==> config.mk <==
export PLATFORM = sky130hd
export DESIGN_NAME = imm_gen_pipe_flat
export DESIGN_NICKNAME = d
export VERILOG_FILES = /design/src/rtl/imm_gen_pipe_if.sv /design/src/rtl/imm_gen_pipe.sv /design/src/flat_wrapper.sv
export SDC_FILE = /design/constraint.sdc
export NUM_CORES = 1
export LEC_CHECK = 0
export CORE_AREA = 4 4 117 119
export CTS_BUF_LIST = sky130_fd_sc_hd__clkbuf_4 sky130_fd_sc_hd__clkbuf_8 sky130_fd_sc_hd__clkbuf_16
export CTS_CLUSTER_DIAMETER = 30
export DETAILED_ROUTE_END_ITERATION = 10
export DIE_AREA = 0 0 121 123
export PLACE_DENSITY = 0.61
export SETUP_SLACK_MARGIN = 0.2
export SYNTH_ARGS = -nofsm -noshare
export SYNTH_HDL_FRONTEND = slang
export SYNTH_SLANG_ARGS = --single-unit
==> constraint.sdc <==
create_clock -name clock -period 6.7 [get_ports clock]
set_clock_uncertainty 0.2 [all_clocks]
set_input_delay 1.005 -clock clock [delete_from_list [all_inputs] [get_ports clock]]
set_output_delay 1.005 -clock clock [all_outputs]
set_load 0.1 [all_outputs]
==> src/rtl/imm_gen_pipe_if.sv <==
// Valid/ready bundle between the decode front end and the registered immediate generator.
// The slave modport is the generator's view; the master modport is the driver's view.
interface imm_gen_pipe_if #(
  parameter int unsigned XLEN  = 32,
  parameter int unsigned TAG_W = 5,
  parameter int unsigned SEL_W = 6
);
  logic             in_valid;
  logic             in_ready;
  logic [31:0]      in_inst;
  logic [SEL_W-1:0] in_sel;
  logic [TAG_W-1:0] in_tag;
  logic             out_valid;
  logic             out_ready;
  logic [XLEN-1:0]  out_imm;
  logic [TAG_W-1:0] out_tag;
  logic             out_err;

  modport slave (
    input  in_valid, in_inst, in_sel, in_tag, out_ready,
    output in_ready, out_valid, out_imm, out_tag, out_err
  );

  modport master (
    output in_valid, in_inst, in_sel, in_tag, out_ready,
    input  in_ready, out_valid, out_imm, out_tag, out_err
  );
endinterface

==> src/rtl/imm_gen_pipe.sv <==
// Registered immediate generator: decodes I/S/B/U/J/Z immediates into an output
// register backed by a one-entry skid register so that in_ready is a flop output.
module imm_gen_pipe #(
  parameter int unsigned XLEN  = 32,
  parameter int unsigned TAG_W = 5,
  parameter int unsigned SEL_W = 6
) (
  input  logic             clock,
  input  logic             reset,
  input  logic             flush,
  imm_gen_pipe_if.slave    bus
);

  if (XLEN != 32 && XLEN != 64) begin : g_bad_xlen
    $error("imm_gen_pipe: XLEN must be 32 or 64");
  end
  if (SEL_W < 6) begin : g_bad_sel
    $error("imm_gen_pipe: SEL_W must be at least 6");
  end

  typedef enum logic [1:0] {
    EMPTY = 2'd0,
    ONE   = 2'd1,
    FULL  = 2'd2
  } state_e;

  typedef struct packed {
    logic [XLEN-1:0]  imm;
    logic [TAG_W-1:0] tag;
    logic             err;
  } beat_t;

  state_e state_q, state_d;
  beat_t  r0_q, r0_d;
  beat_t  r1_q, r1_d;
  logic   out_valid_q, out_valid_d;
  logic   in_ready_q, in_ready_d;

  logic [31:0]        inst;
  logic [SEL_W-1:0]   sel;
  logic signed [31:0] raw;
  logic [XLEN-1:0]    gen_imm;
  logic               sel_err;
  beat_t              beat_in;
  logic               accept;
  logic               drain;
  logic               unused_opcode;

  assign inst          = bus.in_inst;
  assign sel           = bus.in_sel;
  assign unused_opcode = ^inst[6:0];

  // Every signed format is built as a 32-bit value first, then widened by a signed cast.
  always_comb begin
    raw     = '0;
    gen_imm = '0;
    sel_err = !$onehot(sel);
    if (!sel_err) begin
      if (sel[0]) begin
        raw     = {{20{inst[31]}}, inst[31:20]};
        gen_imm = XLEN'(raw);
      end else if (sel[1]) begin
        raw     = {{20{inst[31]}}, inst[31:25], inst[11:7]};
        gen_imm = XLEN'(raw);
      end else if (sel[2]) begin
        raw     = {{19{inst[31]}}, inst[31], inst[7], inst[30:25], inst[11:8], 1'b0};
        gen_imm = XLEN'(raw);
      end else if (sel[3]) begin
        raw     = {inst[31:12], 12'b0};
        gen_imm = XLEN'(raw);
      end else if (sel[4]) begin
        raw     = {{11{inst[31]}}, inst[31], inst[19:12], inst[20], inst[30:21], 1'b0};
        gen_imm = XLEN'(raw);
      end else if (sel[5]) begin
        gen_imm = XLEN'(inst[19:15]);
      end
    end
    beat_in.imm = gen_imm;
    beat_in.tag = bus.in_tag;
    beat_in.err = sel_err;
  end

  always_comb begin
    accept  = bus.in_valid && in_ready_q && !flush;
    drain   = out_valid_q && bus.out_ready;
    state_d = state_q;
    r0_d    = r0_q;
    r1_d    = r1_q;
    case (state_q)
      EMPTY: begin
        if (accept) begin
          r0_d    = beat_in;
          state_d = ONE;
        end
      end
      ONE: begin
        if (accept && drain) begin
          r0_d = beat_in;
        end else if (accept) begin
          r1_d    = beat_in;
          state_d = FULL;
        end else if (drain) begin
          state_d = EMPTY;
        end
      end
      FULL: begin
        if (drain) begin
          r0_d    = r1_q;
          state_d = ONE;
        end
      end
      default: state_d = EMPTY;
    endcase
    // Flush drops occupancy only; the stale R0 payload stays visible on out_imm/out_tag.
    if (flush) begin
      state_d = EMPTY;
    end
    out_valid_d = (state_d != EMPTY);
    in_ready_d  = (state_d != FULL);
  end

  always_ff @(posedge clock) begin
    if (reset) begin
      state_q     <= EMPTY;
      r0_q        <= '0;
      r1_q        <= '0;
      out_valid_q <= 1'b0;
      in_ready_q  <= 1'b1;
    end else begin
      state_q     <= state_d;
      r0_q        <= r0_d;
      r1_q        <= r1_d;
      out_valid_q <= out_valid_d;
      in_ready_q  <= in_ready_d;
    end
  end

  assign bus.in_ready  = in_ready_q;
  assign bus.out_valid = out_valid_q;
  assign bus.out_imm   = r0_q.imm;
  assign bus.out_tag   = r0_q.tag;
  assign bus.out_err   = r0_q.err;

endmodule
==> src/flat_wrapper.sv <==
// flat-port wrapper written by rule: the top's interface ports become plain ports
module imm_gen_pipe_flat 
#(
  parameter int unsigned XLEN  = 32,
  parameter int unsigned TAG_W = 5,
  parameter int unsigned SEL_W = 6
)
  (clock, reset, flush, bus_in_valid, bus_in_inst, bus_in_sel, bus_in_tag, bus_out_ready, bus_in_ready, bus_out_valid, bus_out_imm, bus_out_tag, bus_out_err);
  imm_gen_pipe_if #(.XLEN(XLEN), .TAG_W(TAG_W), .SEL_W(SEL_W)) bus_i ();
  input  logic clock;
  input  logic reset;
  input  logic flush;
  input wire logic [$bits(bus_i.in_valid)-1:0] bus_in_valid;
  input wire logic [$bits(bus_i.in_inst)-1:0] bus_in_inst;
  input wire logic [$bits(bus_i.in_sel)-1:0] bus_in_sel;
  input wire logic [$bits(bus_i.in_tag)-1:0] bus_in_tag;
  input wire logic [$bits(bus_i.out_ready)-1:0] bus_out_ready;
  output wire logic [$bits(bus_i.in_ready)-1:0] bus_in_ready;
  output wire logic [$bits(bus_i.out_valid)-1:0] bus_out_valid;
  output wire logic [$bits(bus_i.out_imm)-1:0] bus_out_imm;
  output wire logic [$bits(bus_i.out_tag)-1:0] bus_out_tag;
  output wire logic [$bits(bus_i.out_err)-1:0] bus_out_err;
  assign bus_i.in_valid = bus_in_valid;
  assign bus_i.in_inst = bus_in_inst;
  assign bus_i.in_sel = bus_in_sel;
  assign bus_i.in_tag = bus_in_tag;
  assign bus_i.out_ready = bus_out_ready;
  assign bus_in_ready = bus_i.in_ready;
  assign bus_out_valid = bus_i.out_valid;
  assign bus_out_imm = bus_i.out_imm;
  assign bus_out_tag = bus_i.out_tag;
  assign bus_out_err = bus_i.out_err;
  imm_gen_pipe #(.XLEN(XLEN), .TAG_W(TAG_W), .SEL_W(SEL_W)) u_core (.clock(clock), .reset(reset), .flush(flush), .bus(bus_i));
endmodule
# --- Word level (Yosys, flattened, before mapping) ---
# Cells that the tools add are included.
totals:
  reg_bits: 80
  in_bits: 48
op_classes:
  add_sub_neg: 5
  bitwise: 1
  reduce_logical: 11
  muxes: 18
  n_eq_ne: 7
op_table:
  columns: ["operator", "count"]
  rows:
  - ["$mux 32", 6]
  - ["$mux 38", 3]
  - ["$pmux 38 s3", 1]
  - ["$mux 2", 6]
  - ["$add 1x1->2", 3]
  - ["$add 3x3->3", 2]
  - ["$ne 2x1->1 const B", 3]
  - ["$pmux 2 s3", 1]
  - ["$mux 5", 1]
  - ["$logic_and 1x1->1", 4]
  - ["$reduce_and 4->1", 1]
  - ["$eq 3x1->1 const B", 1]
  - ["$reduce_and 3->1", 1]
  - ["$reduce_bool 3->1", 1]
  - ["$eq 2x1->1 const B", 1]
  - ["$eq 2x2->1 const B", 1]
  - ["$logic_not 1->1", 2]
  - ["$logic_not 2->1", 1]
  - ["$ne 2x2->1 const B", 1]
  - ["$reduce_bool 2->1", 1]
  - ["$not 1->1", 1]

# --- Logic depth before layout (Yosys ltp) ---
# Gate-level depths: netlist of run 1.
logic_depth:
  ltp_word: 9
  mapped_depth: 9
  mapped_depth_nobuf: 7

# --- Worst setup path before layout of run 1 ---
# OpenSTA, ideal clock, no wires.
synth_timing:
  kind: "input-to-reg"
  start: "input port bus_in_sel[0]"
  end: "register u_core.r0_q, in the netlist u_core.bus.out_imm[1]"
  path_stages: 7
  setup_time_ps: 59
  arrival_ps: 3138
  path_slack_ps: 3303
  n_path_buf: 0
  cell_sequence: "ha_1 > fa_1 > ha_1 > nand2b_1 > nor2_1 > nor4b_1 > a211o_1"
synth_between:
  elab_chain_len: 7
  word_cells_on_any_way: 9
  classes_between: "3 x add/sub; 1 x eq/ne; 5 x mux"
synth_rtl:
  columns: ["element", "line_no", "text"]
  rows:
  - ["start, declared", "flat_wrapper.sv:15", "input wire logic [$bits(bus_i.in_sel)-1:0] bus_in_sel;"]
  - ["$add 1x1->2 (not written as such)", "imm_gen_pipe.sv:57", "sel_err = !$onehot(sel);"]
  - ["$add 3x3->3 (not written as such) (2 in a row)", "imm_gen_pipe.sv:57", null]
  - ["$eq 3x1->1", "imm_gen_pipe.sv:57", null]
  - ["$mux 32 *", "imm_gen_pipe.sv:58", "if (!sel_err) begin"]
  - ["$mux 38 (on tied branches)", "imm_gen_pipe.sv:97, imm_gen_pipe.sv:91", null]
  - ["$pmux 38 s3 *", "imm_gen_pipe.sv:89", "case (state_q)"]
  - ["end signal, assigned", "imm_gen_pipe.sv:131", "r0_q <= r0_d;"]
  - ["end, declared", "imm_gen_pipe.sv:34", "beat_t r0_q, r0_d;"]
# Mark *: on every way between the ends. The rest lies on a longest branch, timed or not. The select of a mux whose other input is x is not followed.
# A chain may end at the register's enable or synchronous reset.

# --- Worst setup path after layout of run 1 ---
layout_timing:
  start: "input port bus_in_sel[0]"
  end: "register u_core.r0_q, in the netlist u_core.bus.out_imm[29]"
# Same word-level chain as after synthesis.

==> results of run 1 <==
-- layer usage --
| layer | wire length (um) | vias to the layer above |
|---|---|---|
| li1 | - | 1749 |
| met4 | 258 | 0 |
| met3 | 821 | 15 |
| met1 | 5072 | 1669 |
| met2 | 4923 | 121 |
| met5 | 0 | - |
-- sequential cells by signal, summed over array words and instances, names as in the netlist --
| name | cells |
|---|---|
| u_core.bus.out_tag | 5 |
| u_core.bus.out_valid | 1 |
| u_core.bus.in_ready | 1 |
| u_core.r1_q | 38 |
| u_core.bus.out_imm | 32 |
| u_core.state_q | 2 |
| u_core.bus.out_err | 1 |
-- layout make-up --
class | count | area share (%)
timing repair buffer | 87 | 17.38
multi-input combinational | 308 | 39.11
inverter | 11 | 0.8408
sequential | 80 | 32.61
tap | 172 | 4.382
clock inverter | 5 | 0.6624
clock buffer | 11 | 5.019
-- worst max path at each step --
stage,from,end,cells after the start,slack [ns]
global route,bus_in_sel[0],u_core.bus.out_imm[21],8,1.83
floorplan,bus_in_sel[0],u_core.bus.out_imm[1],7,3.30
CTS,bus_in_sel[0],u_core.bus.out_imm[21],8,2.08
detailed placement,bus_in_sel[0],u_core.bus.out_imm[21],8,1.73
finish,bus_in_sel[0],u_core.bus.out_imm[29],8,2.09
global placement,bus_in_sel[0],u_core.bus.out_imm[29],8,1.87
-- synth_stat cells (5+ instances only) --
cell type | n | share of area (%)
a21o_1 | 12 | 2.4
a21oi_1 | 47 | 6.3
a221oi_1 | 14 | 3.3
a311oi_1 | 5 | 1.2
a32o_1 | 5 | 1.3
a32oi_1 | 14 | 3.3
and3_1 | 11 | 1.9
clkbuf_1 | 31 | 3.1
dfxtp_1 | 80 | 43
inv_1 | 11 | 1.1
nand2_1 | 42 | 4.2
nor2_1 | 42 | 4.2
o211ai_1 | 13 | 2.6
o21ai_0 | 43 | 5.8
o311ai_0 | 8 | 1.9
-- worst register-to-register path, cell delays in order (launching register included) --
cell	delay (ns)
dfxtp_1	0.40
nand2b_1	0.45
nor4bb_4	0.90
o21ai_0	0.27
a21oi_1	0.19
-- power by group through the flow --
| stage | Sequential, mW | Clock (mW) | Combinational [mW] |
|---|---|---|---|
| 6_report | 0.502 | 0.452 | 0.295 |
| 5_1_grt | 0.504 | 0.487 | 0.315 |
| 4_1_cts | 0.502 | 0.465 | 0.297 |
| 3_5_place_dp | 0.513 | 0 | 0.296 |
| 3_3_place_gp | 0.512 | 0 | 0.293 |
| 2_1_floorplan | 0.624 | 0 | 0.0919 |
-- logic make-up after synthesis --
logic type | count (synthesis) | share of synthesized area [%]
buf+inv | 50 | 5.791
flops | 80 | 43.10
compound gates | 180 | 32.56
xor+xnor | 2 | 0.4715
simple gates | 120 | 15.66
fa+ha+maj | 6 | 2.424
-- per-stage QoR --
step,cells,hold WS (ns)
final,674,0.2523
after floorplan,438,0.2323
after detailed placement,658,0.2456
after global placement,658,0.2387
after global routing,674,0.2687
after CTS,674,0.2537
-- cell usage in the layout (no fill, tap or decap), types with 2 or more instances in the layout --
cell type | netlist | routed
a211o_1 | 4 | 4
a21o_1 | 12 | 12
a21oi_1 | 47 | 47
a221o_1 | 4 | 4
a221oi_1 | 14 | 14
a311oi_1 | 5 | 5
a32o_1 | 5 | 5
a32oi_1 | 14 | 14
and3_1 | 11 | 11
buf_4 | 0 | 7
clkbuf_16 | 0 | 9
clkdlybuf4s50_1 | 0 | 80
clkinv_2 | 0 | 2
clkinvlp_4 | 0 | 3
dfxtp_1 | 80 | 80
fa_1 | 2 | 2
ha_1 | 4 | 4
inv_1 | 11 | 11
nand2_1 | 42 | 42
nand2b_1 | 4 | 4
nand3_1 | 3 | 3
nand4_1 | 2 | 2
nand4bb_1 | 2 | 2
nor2_1 | 42 | 42
nor3_1 | 2 | 2
nor3b_1 | 2 | 2
o211ai_1 | 13 | 13
o21a_1 | 3 | 3
o21ai_0 | 43 | 43
o311ai_0 | 8 | 8
==> metrics.cfg, run 1 <==
[run_status]
status=complete, no violations

[place]
dp_hpwl_um=7589
port_buffers=80
dp_slack_ns=1.728
placed_area_mm2=0.004632
gp_congestion=0.7746

[routing]
drt-wirelength-per-cell_um=16.43
drtIter0Drc=405
vias=3554
avgViaCountPerCell=5.273
ant_nets=0
dr.pass1.iters=5
wl_um=11080
drc_errors=0

[timing]
slew_violations=0
finalHoldViolations=0
report.final.setup_viol=0
relSlewSlack_pct=18.83
rsz0062_at_grt=no
fmax_mhz=216.9
worst_slew_pin_slew_ns=1.215
worst_slack_ns=2.090
period_share_pct=68.81
tns_ns=0
min_period_ns=4.610

[yosys]
ys_seq_area_share_pct=43.10
synth-seq-cells=80
synth_edf_count=0
ys_types=48
avgSynthCellArea_um2=8.484
ys_async_sr_fraction_pct=0
synth_area_mm2=0.003716
synth_cells=438
syn-num-nets=492
yosys_warnings=0
synthFlopType=dfxtp_1

[pwr]
clock_power_share_pct=36.2
pwr_density_cell_mw_per_mm2=254.5
p_switching_mw=0.4084
power.internal_mw=0.8417
p_leak_nw=1.845
ir_drop_v=0.0001496
seqPwrFrac_pct=40.2
switching_share_pct=32.67
power.total_mw=1.250
p_comb_share_pct=23.6

[floorplanning]
dieWidth_um=121
rows=41
die_h_um=123
dieArea_mm2=0.01488
ios=88
core-area_mm2=0.01257
initial_core_util_pct=29.57

[worst_setup_path]
crit_fanout=19
r2r_slack_ns=4.22
crit_path_start_kind=primary input
rr_worst_depth=4
crit_type=in -> reg
crit_slowest_cell=nor4bb_4
max_stage_delay_ns=0.94
crit_buf_inv=1
r2r_start=u_core.state_q[0]
critPathMostFrequentCell=ha_1
endpoint_kind=register
cp_data_required_time_ns=6.76
cp_top_family=simple AND/OR/NAND/NOR gates
r2r_end=u_core.bus.out_imm[29]
cp_cell_sequence=clkdlybuf4s50_1 -> ha_1 -> fa_1 -> ha_1 -> nand2b_1 -> nor4bb_4 -> o21ai_0 -> a21oi_1
arrival_ns=4.68

[layout]
utilization_pct=39.07
regArea_mm2=0.001602
num_antenna_cells=0
area_growth_pct=32.15
design_area_mm2=0.004911
nNetsFinal=551
drive_gt1_share_pct=5.777
fillers=1264
multi_input_area_mm2=0.001921

[clock_network]
clock_path_buffers=2
holdBufCountCts=0
htree_num_levels=3
insertion_delay_ns=0.33
cts_tree=built
cts-root-buf=clkbuf_16
cts.clk_slew.worst_paths_ns=0.06
cts.sinks=80
post_cts_buffers=0
cts_buffers=9
ctsResizeCount=0

[global_route]
antenna_found_initial=0
gr-usage-met1_pct=20.34
grt_util_all_layers_pct=15.50
top_usage_layer=met2
grt_use_met3_pct=5.215
grt_pass1_wl_um=18440
grt_pass1_vias=3532
grt_overflow=0
grt_start_max_net_pins=44
gr-usage-met2_pct=23.17

[worst_hold_path]
min_from=u_core.r1_q[6]
worstHoldPathCells=2
hp-class=reg -> reg
min_to=u_core.r1_q[6]

[job]
drv_cap=0

Power figures use the tool's default switching activity.
==> run 2: changes to the inputs <==
- clock period: 6.7 -> 4.8 ns (I/O delays scaled with it)
==> run 2 against run 1 <==
Compared with the run above:
- clock-buffer cell count unchanged
- via count up 0.90%
- die area unchanged
- total power up 45%
- first-iteration DRC count down 18%
- worst hold slack better by 0.0025 ns
- clock power up 54%
- critical path depth unchanged
- non-clock buffer count up 2
- critical path type unchanged
- critical endpoint is now u_core.bus.out_imm[1]
- largest cell class unchanged
==> metrics.cfg, run 2 (same netlist as run 1, synthesis figures left out) <==
[place]
gp_congestion=0.7962  ; +2.8%
dp_hpwl_um=7620  ; +0.41%
port_buffers=80  ; unchanged

[timing]
fmax_mhz=263.6
min_period_ns=3.793
period_share_pct=79.03
tns_ns=0  ; unchanged
rsz0062_at_grt=no
worst_slew_pin_slew_ns=1.201  ; -0.01392 ns
finalHoldViolations=0  ; unchanged
relSlewSlack_pct=19.76  ; +0.93 points
slew_violations=0  ; unchanged
report.final.setup_viol=0  ; unchanged

[floorplanning]
ios=88  ; unchanged
initial_core_util_pct=29.57  ; unchanged
rows=41  ; unchanged
core-area_mm2=0.01257  ; unchanged
dieWidth_um=121  ; unchanged
die_h_um=123  ; unchanged
dieArea_mm2=0.01488  ; unchanged

[routing]
wl_um=11220  ; +1.3%
vias=3586  ; +0.90%
avgViaCountPerCell=5.305  ; +0.60%
drt-wirelength-per-cell_um=16.60  ; +1.0%
ant_nets=0  ; unchanged
drc_errors=0  ; unchanged
drtIter0Drc=331  ; -18%
dr.pass1.iters=5  ; unchanged

[layout]
top_register=u_core.r1_q
num_antenna_cells=0  ; unchanged
area_growth_pct=32.96
largest_reg_flops=38  ; unchanged
nNetsFinal=553  ; +0.36%
utilization_pct=39.31  ; +0.24 points
drive_gt1_share_pct=6.151  ; +0.37 points
mostFrequentLayoutCells=80 x clkdlybuf4s50_1, 80 x dfxtp_1, 47 x a21oi_1

[global_route]
antenna_found_initial=0  ; unchanged
grt_start_max_net_pins=44  ; unchanged
grt_util_all_layers_pct=15.49  ; about the same
grt_pass1_wl_um=18190  ; -1.3%
grt_overflow=0  ; unchanged
grt_pass1_vias=3538  ; +0.17%

[clock_network]
cts_buffers=9  ; unchanged
cts.sinks=80  ; unchanged
htree_num_levels=3  ; unchanged
post_cts_buffers=0  ; unchanged
holdBufCountCts=0  ; unchanged
clock_path_buffers=2  ; unchanged
cts.clk_slew.worst_paths_ns=0.06  ; about the same
ctsResizeCount=0  ; unchanged
cts_tree=built
insertion_delay_ns=0.34  ; about the same
cts-root-buf=clkbuf_16

[worst_hold_path]
hp-class=reg -> reg

[run_status]
status=complete, no violations

[worst_setup_path]
crit_path_start_kind=primary input
arrival_ns=3.88  ; -0.80 ns
cp_top_family=simple AND/OR/NAND/NOR gates
crit_fanout=9  ; -10
crit_type=in -> reg
critPathMostFrequentCell=ha_1
max_stage_delay_ns=0.65  ; -0.29 ns
endpoint_kind=register
cp_data_required_time_ns=4.88  ; -1.88 ns
crit_buf_inv=1  ; unchanged
crit_slowest_cell=nor4b_1
cp_cell_sequence=clkdlybuf4s50_1 -> ha_1 -> fa_1 -> ha_1 -> nand2b_1 -> nor2_1 -> nor4b_1 -> a211o_1

[pwr]
p_leak_nw=1.860  ; +0.77%
ir_drop_v=0.0002003  ; +34%
pwr_density_cell_mw_per_mm2=366.6  ; +44%

[job]
drv_cap=0  ; unchanged

[run 2: changes by cell type in the layout (fill, tap and decap cells not counted)]
| cell | before | now |
|---|---|---|
| buf_4 | 7 | 9 |
| clkinvlp_4 | 3 | 1 |
| bufinv_16 | 0 | 1 |
| clkinv_4 | 0 | 1 |
| nor4bb_2 | 0 | 1 |
| nor4bb_4 | 1 | 0 |
[run 2: report_power, final]
part	internal (mW)	total, mW	switching, mW
clock network	0.422	0.697	0.275
logic	0.119	0.415	0.295
registers	0.688	0.700	0.0123
total	1.23	1.81	0.582
[run 2: area by class of cell]
class	count	area [um^2]
clock buffers	11	246.5
flip-flops and latches	80	1602
well taps	172	215.2
repair buffers	89	868.3
multi-input cells	308	1912
clock inverters	5	56.30
fillers	1299	7627
inverters	11	41.29
[run 2: layer usage]
metal,vias to the layer above,track usage [%],part of all wire (%)
li1,1742,-,-
met1,1686,19.92,44
met2,142,24.52,46
met3,16,4.849,7.9
met4,0,5.666,2.1
met5,-,0,0
[run 2: final timing paths]
path | slack [ns] | endpoint | cells after the start | start
worst max-delay path | 1.01 | u_core.bus.out_imm[1] | 8 | bus_in_sel[1]
worst min-delay path | 0.25 | u_core.r1_q[34] | 2 | u_core.r1_q[34]
worst max register to register | 2.42 | u_core.bus.out_imm[19] | 5 | u_core.state_q[1]
worst min register to register | 0.25 | u_core.r1_q[34] | 2 | u_core.r1_q[34]
[run 2: per-stage QoR]
stage	hold slack [ns]	total power, mW	cells	worst slack [ns]	cell area (um^2)
after floorplan	0.2323	1.000	438	1.688	3716
after global placement	0.2391	1.126	660	0.7043	4638
after detailed placement	0.2469	1.129	660	0.6646	4638
after CTS	0.2556	1.833	676	1.019	4941
after global routing	0.2718	1.883	676	0.8056	4941
final	0.2549	1.812	676	1.007	4941
[run 2: worst min-delay path: cells and delay by family (launching register included)]
family          cells  cell delay [ns]
simple gates        1             0.05
compound gates      1             0.05
flops               1             0.31
